### config.mk
export PLATFORM = sky130hd
export DESIGN_NAME = membus_arbiter_flat
export DESIGN_NICKNAME = d
export VERILOG_FILES = /design/src/rtl/membus_arbiter_if.sv /design/src/rtl/membus_arbiter.sv /design/src/flat_wrapper.sv
export SDC_FILE = /design/constraint.sdc
export NUM_CORES = 1
export LEC_CHECK = 0
export BUFFER_PORTS_ARGS = -buffer_cell sky130_fd_sc_hd__buf_2
export CORE_AREA = 2 2 120 122
export CTS_CLUSTER_SIZE = 24
export DETAILED_ROUTE_END_ITERATION = 8
export DIE_AREA = 0 0 122 124
export GPL_TIMING_DRIVEN = 0
export SLEW_MARGIN = 0
export SYNTH_ARGS = -nofsm -noshare
export SYNTH_HDL_FRONTEND = slang
export SYNTH_SLANG_ARGS = --single-unit
export TNS_END_PERCENT = 50
### constraint.sdc
create_clock -name clk -period 2.35 [get_ports clk]
set_input_delay 0.5875 -clock clk [delete_from_list [all_inputs] [get_ports clk]]
set_output_delay 0.5875 -clock clk [all_outputs]
set_load 0.1 [all_outputs]
### src/rtl/membus_arbiter_if.sv
// Membus request/response channel: one request handshake plus an rvalid/rdata response.
// The master drives requests; the slave answers with ready, then later one rvalid pulse.
interface Membus #(
  parameter int XLEN   = 32,
  parameter int DATA_W = 32
);
  logic                  valid;
  logic                  ready;
  logic [XLEN-1:0]       addr;
  logic                  wen;
  logic [DATA_W-1:0]     wdata;
  logic [DATA_W/8-1:0]   wmask;
  logic                  rvalid;
  logic [DATA_W-1:0]     rdata;

  modport master (
    output valid, addr, wen, wdata, wmask,
    input  ready, rvalid, rdata
  );

  modport slave (
    input  valid, addr, wen, wdata, wmask,
    output ready, rvalid, rdata
  );
endinterface

### src/rtl/membus_arbiter.sv
// Fetch/data to single Membus arbiter, one outstanding transaction; MEMBUS_ARB_RR_EN selects round-robin contention.
// Latency: zero added cycles, requests and responses forwarded combinationally.
// Backpressure: downstream ready passes to the granted master only; the grant is locked while an offer stalls.
module membus_arbiter #(
  parameter bit DATA_FIRST = 1'b1
) (
  input  logic   clk,
  input  logic   rst,
  Membus.slave   i_membus,
  Membus.slave   d_membus,
  Membus.master  bus_membus
);

  localparam logic [1:0] SRC_NONE   = 2'd0;
  localparam logic [1:0] SRC_IFETCH = 2'd1;
  localparam logic [1:0] SRC_DATA   = 2'd2;

  logic [1:0] owner;
  logic [1:0] lock;
  logic [1:0] grant;
  logic       can_issue;
  logic       accept;

`ifdef MEMBUS_ARB_RR_EN
  // Set when fetch won last, so the first contention after reset goes to fetch.
  logic       rr_last;
`endif

  always_comb begin
    grant     = SRC_NONE;
    can_issue = (owner == SRC_NONE) || bus_membus.rvalid;
    if (!rst && can_issue) begin
      if (lock != SRC_NONE) begin
        grant = lock;
      end else if (i_membus.valid && d_membus.valid) begin
`ifdef MEMBUS_ARB_RR_EN
        grant = rr_last ? SRC_DATA : SRC_IFETCH;
`else
        grant = DATA_FIRST ? SRC_DATA : SRC_IFETCH;
`endif
      end else if (i_membus.valid) begin
        grant = SRC_IFETCH;
      end else if (d_membus.valid) begin
        grant = SRC_DATA;
      end
    end
  end

  always_comb begin
    bus_membus.valid = 1'b0;
    bus_membus.addr  = '0;
    bus_membus.wen   = 1'b0;
    bus_membus.wdata = '0;
    bus_membus.wmask = '0;
    if (grant == SRC_IFETCH) begin
      bus_membus.valid = i_membus.valid;
      bus_membus.addr  = i_membus.addr;
      bus_membus.wen   = i_membus.wen;
      bus_membus.wdata = i_membus.wdata;
      bus_membus.wmask = i_membus.wmask;
    end else if (grant == SRC_DATA) begin
      bus_membus.valid = d_membus.valid;
      bus_membus.addr  = d_membus.addr;
      bus_membus.wen   = d_membus.wen;
      bus_membus.wdata = d_membus.wdata;
      bus_membus.wmask = d_membus.wmask;
    end
  end

  assign accept = bus_membus.valid && bus_membus.ready;

  assign i_membus.ready = (grant == SRC_IFETCH) && bus_membus.ready;
  assign d_membus.ready = (grant == SRC_DATA) && bus_membus.ready;

  // Responses go only to the recorded owner; a stray rvalid with no owner is dropped.
  assign i_membus.rvalid = !rst && (owner == SRC_IFETCH) && bus_membus.rvalid;
  assign d_membus.rvalid = !rst && (owner == SRC_DATA) && bus_membus.rvalid;
  assign i_membus.rdata  = i_membus.rvalid ? bus_membus.rdata : '0;
  assign d_membus.rdata  = d_membus.rvalid ? bus_membus.rdata : '0;

  always_ff @(posedge clk) begin
    if (rst) begin
      owner <= SRC_NONE;
      lock  <= SRC_NONE;
`ifdef MEMBUS_ARB_RR_EN
      rr_last <= 1'b0;
`endif
    end else if (accept) begin
      // A response in this same cycle belongs to the old owner; the new winner takes over at the edge.
      owner <= grant;
      lock  <= SRC_NONE;
`ifdef MEMBUS_ARB_RR_EN
      rr_last <= (grant == SRC_IFETCH);
`endif
    end else begin
      if (bus_membus.valid) begin
        lock <= grant;
      end
      if (bus_membus.rvalid) begin
        owner <= SRC_NONE;
      end
    end
  end

`ifndef SYNTHESIS
  a_rvalid_has_owner: assert property (@(posedge clk) disable iff (rst)
    bus_membus.rvalid |-> (owner != SRC_NONE));
`endif

endmodule

### src/flat_wrapper.sv
// flat-port wrapper written by rule: the top's interface ports become plain ports
module membus_arbiter_flat 
#(
  parameter bit DATA_FIRST = 1'b1
)
  (clk, rst, i_membus_valid, i_membus_addr, i_membus_wen, i_membus_wdata, i_membus_wmask, i_membus_ready, i_membus_rvalid, i_membus_rdata, d_membus_valid, d_membus_addr, d_membus_wen, d_membus_wdata, d_membus_wmask, d_membus_ready, d_membus_rvalid, d_membus_rdata, bus_membus_valid, bus_membus_addr, bus_membus_wen, bus_membus_wdata, bus_membus_wmask, bus_membus_ready, bus_membus_rvalid, bus_membus_rdata);
  Membus i_membus_i ();
  Membus d_membus_i ();
  Membus bus_membus_i ();
  input  logic clk;
  input  logic rst;
  input wire logic [$bits(i_membus_i.valid)-1:0] i_membus_valid;
  input wire logic [$bits(i_membus_i.addr)-1:0] i_membus_addr;
  input wire logic [$bits(i_membus_i.wen)-1:0] i_membus_wen;
  input wire logic [$bits(i_membus_i.wdata)-1:0] i_membus_wdata;
  input wire logic [$bits(i_membus_i.wmask)-1:0] i_membus_wmask;
  output wire logic [$bits(i_membus_i.ready)-1:0] i_membus_ready;
  output wire logic [$bits(i_membus_i.rvalid)-1:0] i_membus_rvalid;
  output wire logic [$bits(i_membus_i.rdata)-1:0] i_membus_rdata;
  input wire logic [$bits(d_membus_i.valid)-1:0] d_membus_valid;
  input wire logic [$bits(d_membus_i.addr)-1:0] d_membus_addr;
  input wire logic [$bits(d_membus_i.wen)-1:0] d_membus_wen;
  input wire logic [$bits(d_membus_i.wdata)-1:0] d_membus_wdata;
  input wire logic [$bits(d_membus_i.wmask)-1:0] d_membus_wmask;
  output wire logic [$bits(d_membus_i.ready)-1:0] d_membus_ready;
  output wire logic [$bits(d_membus_i.rvalid)-1:0] d_membus_rvalid;
  output wire logic [$bits(d_membus_i.rdata)-1:0] d_membus_rdata;
  output wire logic [$bits(bus_membus_i.valid)-1:0] bus_membus_valid;
  output wire logic [$bits(bus_membus_i.addr)-1:0] bus_membus_addr;
  output wire logic [$bits(bus_membus_i.wen)-1:0] bus_membus_wen;
  output wire logic [$bits(bus_membus_i.wdata)-1:0] bus_membus_wdata;
  output wire logic [$bits(bus_membus_i.wmask)-1:0] bus_membus_wmask;
  input wire logic [$bits(bus_membus_i.ready)-1:0] bus_membus_ready;
  input wire logic [$bits(bus_membus_i.rvalid)-1:0] bus_membus_rvalid;
  input wire logic [$bits(bus_membus_i.rdata)-1:0] bus_membus_rdata;
  assign i_membus_i.valid = i_membus_valid;
  assign i_membus_i.addr = i_membus_addr;
  assign i_membus_i.wen = i_membus_wen;
  assign i_membus_i.wdata = i_membus_wdata;
  assign i_membus_i.wmask = i_membus_wmask;
  assign i_membus_ready = i_membus_i.ready;
  assign i_membus_rvalid = i_membus_i.rvalid;
  assign i_membus_rdata = i_membus_i.rdata;
  assign d_membus_i.valid = d_membus_valid;
  assign d_membus_i.addr = d_membus_addr;
  assign d_membus_i.wen = d_membus_wen;
  assign d_membus_i.wdata = d_membus_wdata;
  assign d_membus_i.wmask = d_membus_wmask;
  assign d_membus_ready = d_membus_i.ready;
  assign d_membus_rvalid = d_membus_i.rvalid;
  assign d_membus_rdata = d_membus_i.rdata;
  assign bus_membus_valid = bus_membus_i.valid;
  assign bus_membus_addr = bus_membus_i.addr;
  assign bus_membus_wen = bus_membus_i.wen;
  assign bus_membus_wdata = bus_membus_i.wdata;
  assign bus_membus_wmask = bus_membus_i.wmask;
  assign bus_membus_i.ready = bus_membus_ready;
  assign bus_membus_i.rvalid = bus_membus_rvalid;
  assign bus_membus_i.rdata = bus_membus_rdata;
  membus_arbiter #(.DATA_FIRST(DATA_FIRST)) u_core (.clk(clk), .rst(rst), .i_membus(i_membus_i), .d_membus(d_membus_i), .bus_membus(bus_membus_i));
endmodule
### Yosys cells after proc, flatten, opt, wreduce, memory -nomap -nowiden

Cells that the tools add are included.

* reductions and logical operators: 15
* equality and inequality tests: 4
* multiplexer cells: 19

Operators by type and width (number)
* two-way mux 32 bit: 6
* two-way mux 2 bit: 7
* logical AND 1 bit: 9
* two-way mux 4 bit: 2
* equality test 2 x 1 -> 1 bit, second input constant: 2
* equality test 2 bit, second input constant: 2
* two-way mux 1 bit: 4
* nonzero test 2 bit: 2
* zero test 2 bit: 1
* OR reduction 2 bit: 1
* zero test 1 bit: 1
* logical OR 1 bit: 1

* word-level logic and storage cells: 40
* flip-flop bits (word level): 4
* output and inout port bits: 138

### Logic depth before layout (Yosys ltp)

* word-level depth: 10
* depth in mapped cells: 6
* gate-level depth less buffers: 3

### Worst setup path before layout

Ideal clock, no wire load.

* kind: input port to output port
* start point: in i_membus_valid
* end point: out i_membus_ready
* buffers on the path: 1
* arrival: 4125 ps
* stages on the path: 4
* setup slack: -2362 ps
* cells stage by stage: nor2b_4 clkbuf_2 nor2_1 nor4b_1

* cells in the longest elaborated chain, start to end: 6
* elaborated cells between the ends (all ways): 7
* those cells by class: eq/ne (1); mux (4); reduce/logical (2)

Ends and longest elaborated chain
* from (decl): line flat_wrapper.sv:12 `input wire logic [$bits(i_membus_i.valid)-1:0] i_membus_valid;`
* two-way mux 2 bit / logical AND 1 bit (equally long branches): line membus_arbiter.sv:41, membus_arbiter.sv:35
* two-way mux 2 bit *: line membus_arbiter.sv:35 `end else if (i_membus.valid && d_membus.valid) begin`
* two-way mux 2 bit *: line membus_arbiter.sv:33 `if (lock != SRC_NONE) begin`
* two-way mux 2 bit *: line membus_arbiter.sv:32 `if (!rst && can_issue) begin`
* equality test 2 x 1 -> 1 bit *: line membus_arbiter.sv:72 `assign i_membus.ready = (grant == SRC_IFETCH) && bus_membus.ready;`
* logical AND 1 bit *: line membus_arbiter.sv:72
* to (decl): line flat_wrapper.sv:17 `output wire logic [$bits(i_membus_i.ready)-1:0] i_membus_ready;`

Mark *: on every way between the ends. The rest lies on a longest branch, timed or not.

### Final worst setup path

* start point: in d_membus_valid
* end point: out bus_membus_wdata[9]

* cells in the longest elaborated chain, start to end: 8
* elaborated cells between the ends (all ways): 10
* those cells by class: eq/ne (2); mux (7); reduce/logical (1)

Ends and longest elaborated chain
* from (decl): line flat_wrapper.sv:20 `input wire logic [$bits(d_membus_i.valid)-1:0] d_membus_valid;`
* two-way mux 2 bit: line membus_arbiter.sv:43 `end else if (d_membus.valid) begin`
* two-way mux 2 bit: line membus_arbiter.sv:41 `end else if (i_membus.valid) begin`
* two-way mux 2 bit *: line membus_arbiter.sv:35
* two-way mux 2 bit *: line membus_arbiter.sv:33
* two-way mux 2 bit *: line membus_arbiter.sv:32
* equality test 2 bit: line membus_arbiter.sv:61 `end else if (grant == SRC_DATA) begin`
* two-way mux 32 bit: line membus_arbiter.sv:61
* two-way mux 32 bit *: line membus_arbiter.sv:55 `if (grant == SRC_IFETCH) begin`
* to (decl): line flat_wrapper.sv:31 `output wire logic [$bits(bus_membus_i.wdata)-1:0] bus_membus_wdata;`

Marks and branches as above.

==> flow_summary_export.csv <==
group,metric,value,unit
run_status,outcome,"finished clean",
logic_synthesis,synth.distinct_cells,25,
placed_design,dpl_cell_area,0.00463,mm²
logic_synthesis,synth_adder_area_share,0,%
placed_design,dp_hpwl,10300,µm
clocking,htreeDepth,1,
clocking,clk_pin_slew,30,ps
logic_synthesis,synthesis.area,0.00234,mm²
floorplan,coreArea,0.0137,mm²
worst_setup_path,slowest_delay,240,ps
grt,grt_pass1_vias,3690,
timing,hold_viol,0,
clocking,cts.sinks,4,
power,max-vdd-ir-drop,421,µV
worst_setup_path,path_max_fanout,10,
worst_setup_path,worst-setup-path-type,"input pin to output pin",
worst_setup_path,crit_chain,"buf_2 -> nor2b_4 -> buf_12 -> buf_2 -> o21ai_0 -> a21oi_2 -> buf_12",
final_layout,drive_gt1_share,61.3,%
logic_synthesis,synth_compound_area_share,33.2,%
logic_synthesis,synth_xor_area_share,0,%
final_layout,final-seq-area,80.1,µm²
final_layout,layout_common_cells,"185 x buf_2, 75 x buf_6, 71 x nor2b_1, 69 x nand2_1, 64 x o21ai_0",
logic_synthesis,synth_mux_area_share,0,%
timing,relSlewSlack,67.5,%
floorplan,start_util,17.1,%
floorplan,rows,43,
route,num_vias,4012,
timing,slew_violations,0,
grt,grt_max_degree,11,
worst_setup_path,critPathSlowestCell,"a21oi_2",
clocking,cts_made_buffers,3,
placed_design,gp_congestion,0.789,
timing,tightest_slew,490,ps
grt,grt_pass1_wl,18300,µm
grt,antenna_found_initial,2,
floorplan,ios,314,
route,dr.pass1.iters,4,
clocking,hold_buffers,0,
worst_setup_path,r2r_setup_slack,1140,ps
timing,timing.fmax,426,MHz
route,drtIter0Drc,92,
final_layout,multi_input_area,0.00249,mm²
worst_setup_path,crit_path_end_kind,"output pin",
route,wirelength,13500,µm
logic_synthesis,ys.flop_type,"dfxtp_1",
worst_setup_path,required,1760,ps
worst_setup_path,arrival,1760,ps
final_layout,antenna_cells,0,
clocking,tritoncts,"built",
logic_synthesis,synth_edf_count,0,
logic_synthesis,synth_top_family_by_area,"simple AND/OR/NAND/NOR gates",
job,maxCapViolCount,0,
final_layout,syn2layout_area_growth,155,%
grt,overflow,0,
grt,grt_use_total,15.0,%
floorplan,die_area,0.0151,mm²
power,cellLeakagePower,2.71,nW
timing,setup_slack,3.23,ps
logic_synthesis,syn_nets,589,
logic_synthesis,syn_inst,413,
floorplan,fp.dieW,122,µm
clocking,clk_path_buf_depth,2,
logic_synthesis,yosysSeqAreaShare,3.42,%
route,ant_nets,0,
worst_setup_path,crit_buf_inv,4,
min_path,hold_class,"flop to flop",
final_layout,filler_cell_count,1411,
placed_design,pre_cts_ws,-422,ps
timing,rsz0062_at_grt,"yes",
timing,setup_violations,0,
timing,fin_skew,0.240,ps
route,remaining_drc_errors,0,
worst_setup_path,critPathTopFamily,"buffers and inverters",
logic_synthesis,async_flop_share,0,%
clocking,insertion_delay,220,ps
timing,period_share,99.9,%
logic_synthesis,ys_seq_elements,4,
worst_setup_path,start_kind,"input pin",
route,vias_per_cell,4.40,
floorplan,die_h,124,µm
clocking,root_buffer,"clkbuf_16",
final_layout,design_area,0.00598,mm²
final_layout,nets,909,
placed_design,port_buffers,313,
final_layout,final_common_cell,"buf_2",
timing,min_period,2350,ps
power,power_density,400,mW/mm²
logic_synthesis,post_synth_and_or_nand_nor_area_fraction,51.4,%
logic_synthesis,ys_warn_count,0,
logic_synthesis,synth.avg_cell_area,5.67,µm²
route,wire_per_inst,14.8,µm
[flip-flops by register name (all words and copies together) (netlist names)]
signal and count:
u_core.owner 2, u_core.lock 2
[final timing paths]
path	start	endpoint	depth (start not counted)
max	d_membus_valid	bus_membus_wdata[9]	7
min	u_core.owner[0]$_SDFFE_PP0P_	u_core.owner[0]$_SDFFE_PP0P_	2
max reg2reg	u_core.lock[1]$_SDFFE_PP0N_	u_core.lock[0]$_SDFFE_PP0N_	4
min reg2reg	u_core.owner[0]$_SDFFE_PP0P_	u_core.owner[0]$_SDFFE_PP0P_	2
[metal layers]
metal | wire, µm | track usage [%] | vias to the layer above | part of all wire, %
li1 | - | - | 2004 | -
met5 | 10 | 0 | - | 0.074
met2 | 7310 | 29.2 | 179 | 54
met3 | 1080 | 3.21 | 6 | 8.0
met1 | 5080 | 17.6 | 1821 | 38
met4 | 44 | 0.359 | 2 | 0.33
[logic make-up after synthesis]
| group | Yosys count |
|---|---|
| and+or+nand+nor | 217 |
| AOI/OAI and AO/OA | 146 |
| buffers and inverters | 46 |
| DFF | 4 |
[synth_stat cells, drive strengths merged (2+ instances only)]
cell / instances / area (µm²)
a311oi: 2 / 17.5
and4bb: 2 / 25.0
nand2b: 3 / 18.8
nand2: 69 / 259
nor2: 3 / 11.3
o21ai: 69 / 345
and2: 64 / 400
dfxtp: 4 / 80.1
a21oi: 72 / 387
buf: 20 / 183
nor2b: 72 / 458
clkbuf: 25 / 95.1
[worst register-to-register path, cell delays in order (launching register included)]
cell	delay, ps
dfxtp_1	280
buf_4	180
nor2b_1	280
a31oi_1	140
a311oi_1	250
[power breakdown]
part	switching (mW)	internal, mW
Sequential	0.00331	0.0731
Combinational	1.37	0.684
Clock	0.0461	0.217
Total	1.42	0.974
[metrics by stage]
step	power [mW]	utilization, %	std cells	hold slack (ps)	setup TNS (ps)
floorplan	1.45	-	413	491	-18230
global placement	1.81	33.8	906	534	-35030
detailed placement	1.81	33.8	906	528	-34870
CTS	2.24	39.0	910	544	-0.934
global route	2.50	43.6	911	623	-490
finish	2.39	43.6	911	564	0
[timing repair]
action,CTS,global route
cloned,0,1
setup buffers,1,0
endpoints found under the setup margin,130,124
pin swaps,1,7
resized for setup,220,173
endpoints found under the hold margin,0,0
[area by class of cell]
cell class / instances / share of cell area, %
Multi-Input combinational cell: 363 / 41.7
Timing Repair Buffer: 315 / 45.2
Inverter: 1 / 0.0628
Buffer: 45 / 6.72
Sequential cell: 4 / 1.34
Tap cell: 180 / 3.77
Clock buffer: 3 / 1.26
Note: power is estimated with default switching activity, not from simulation.
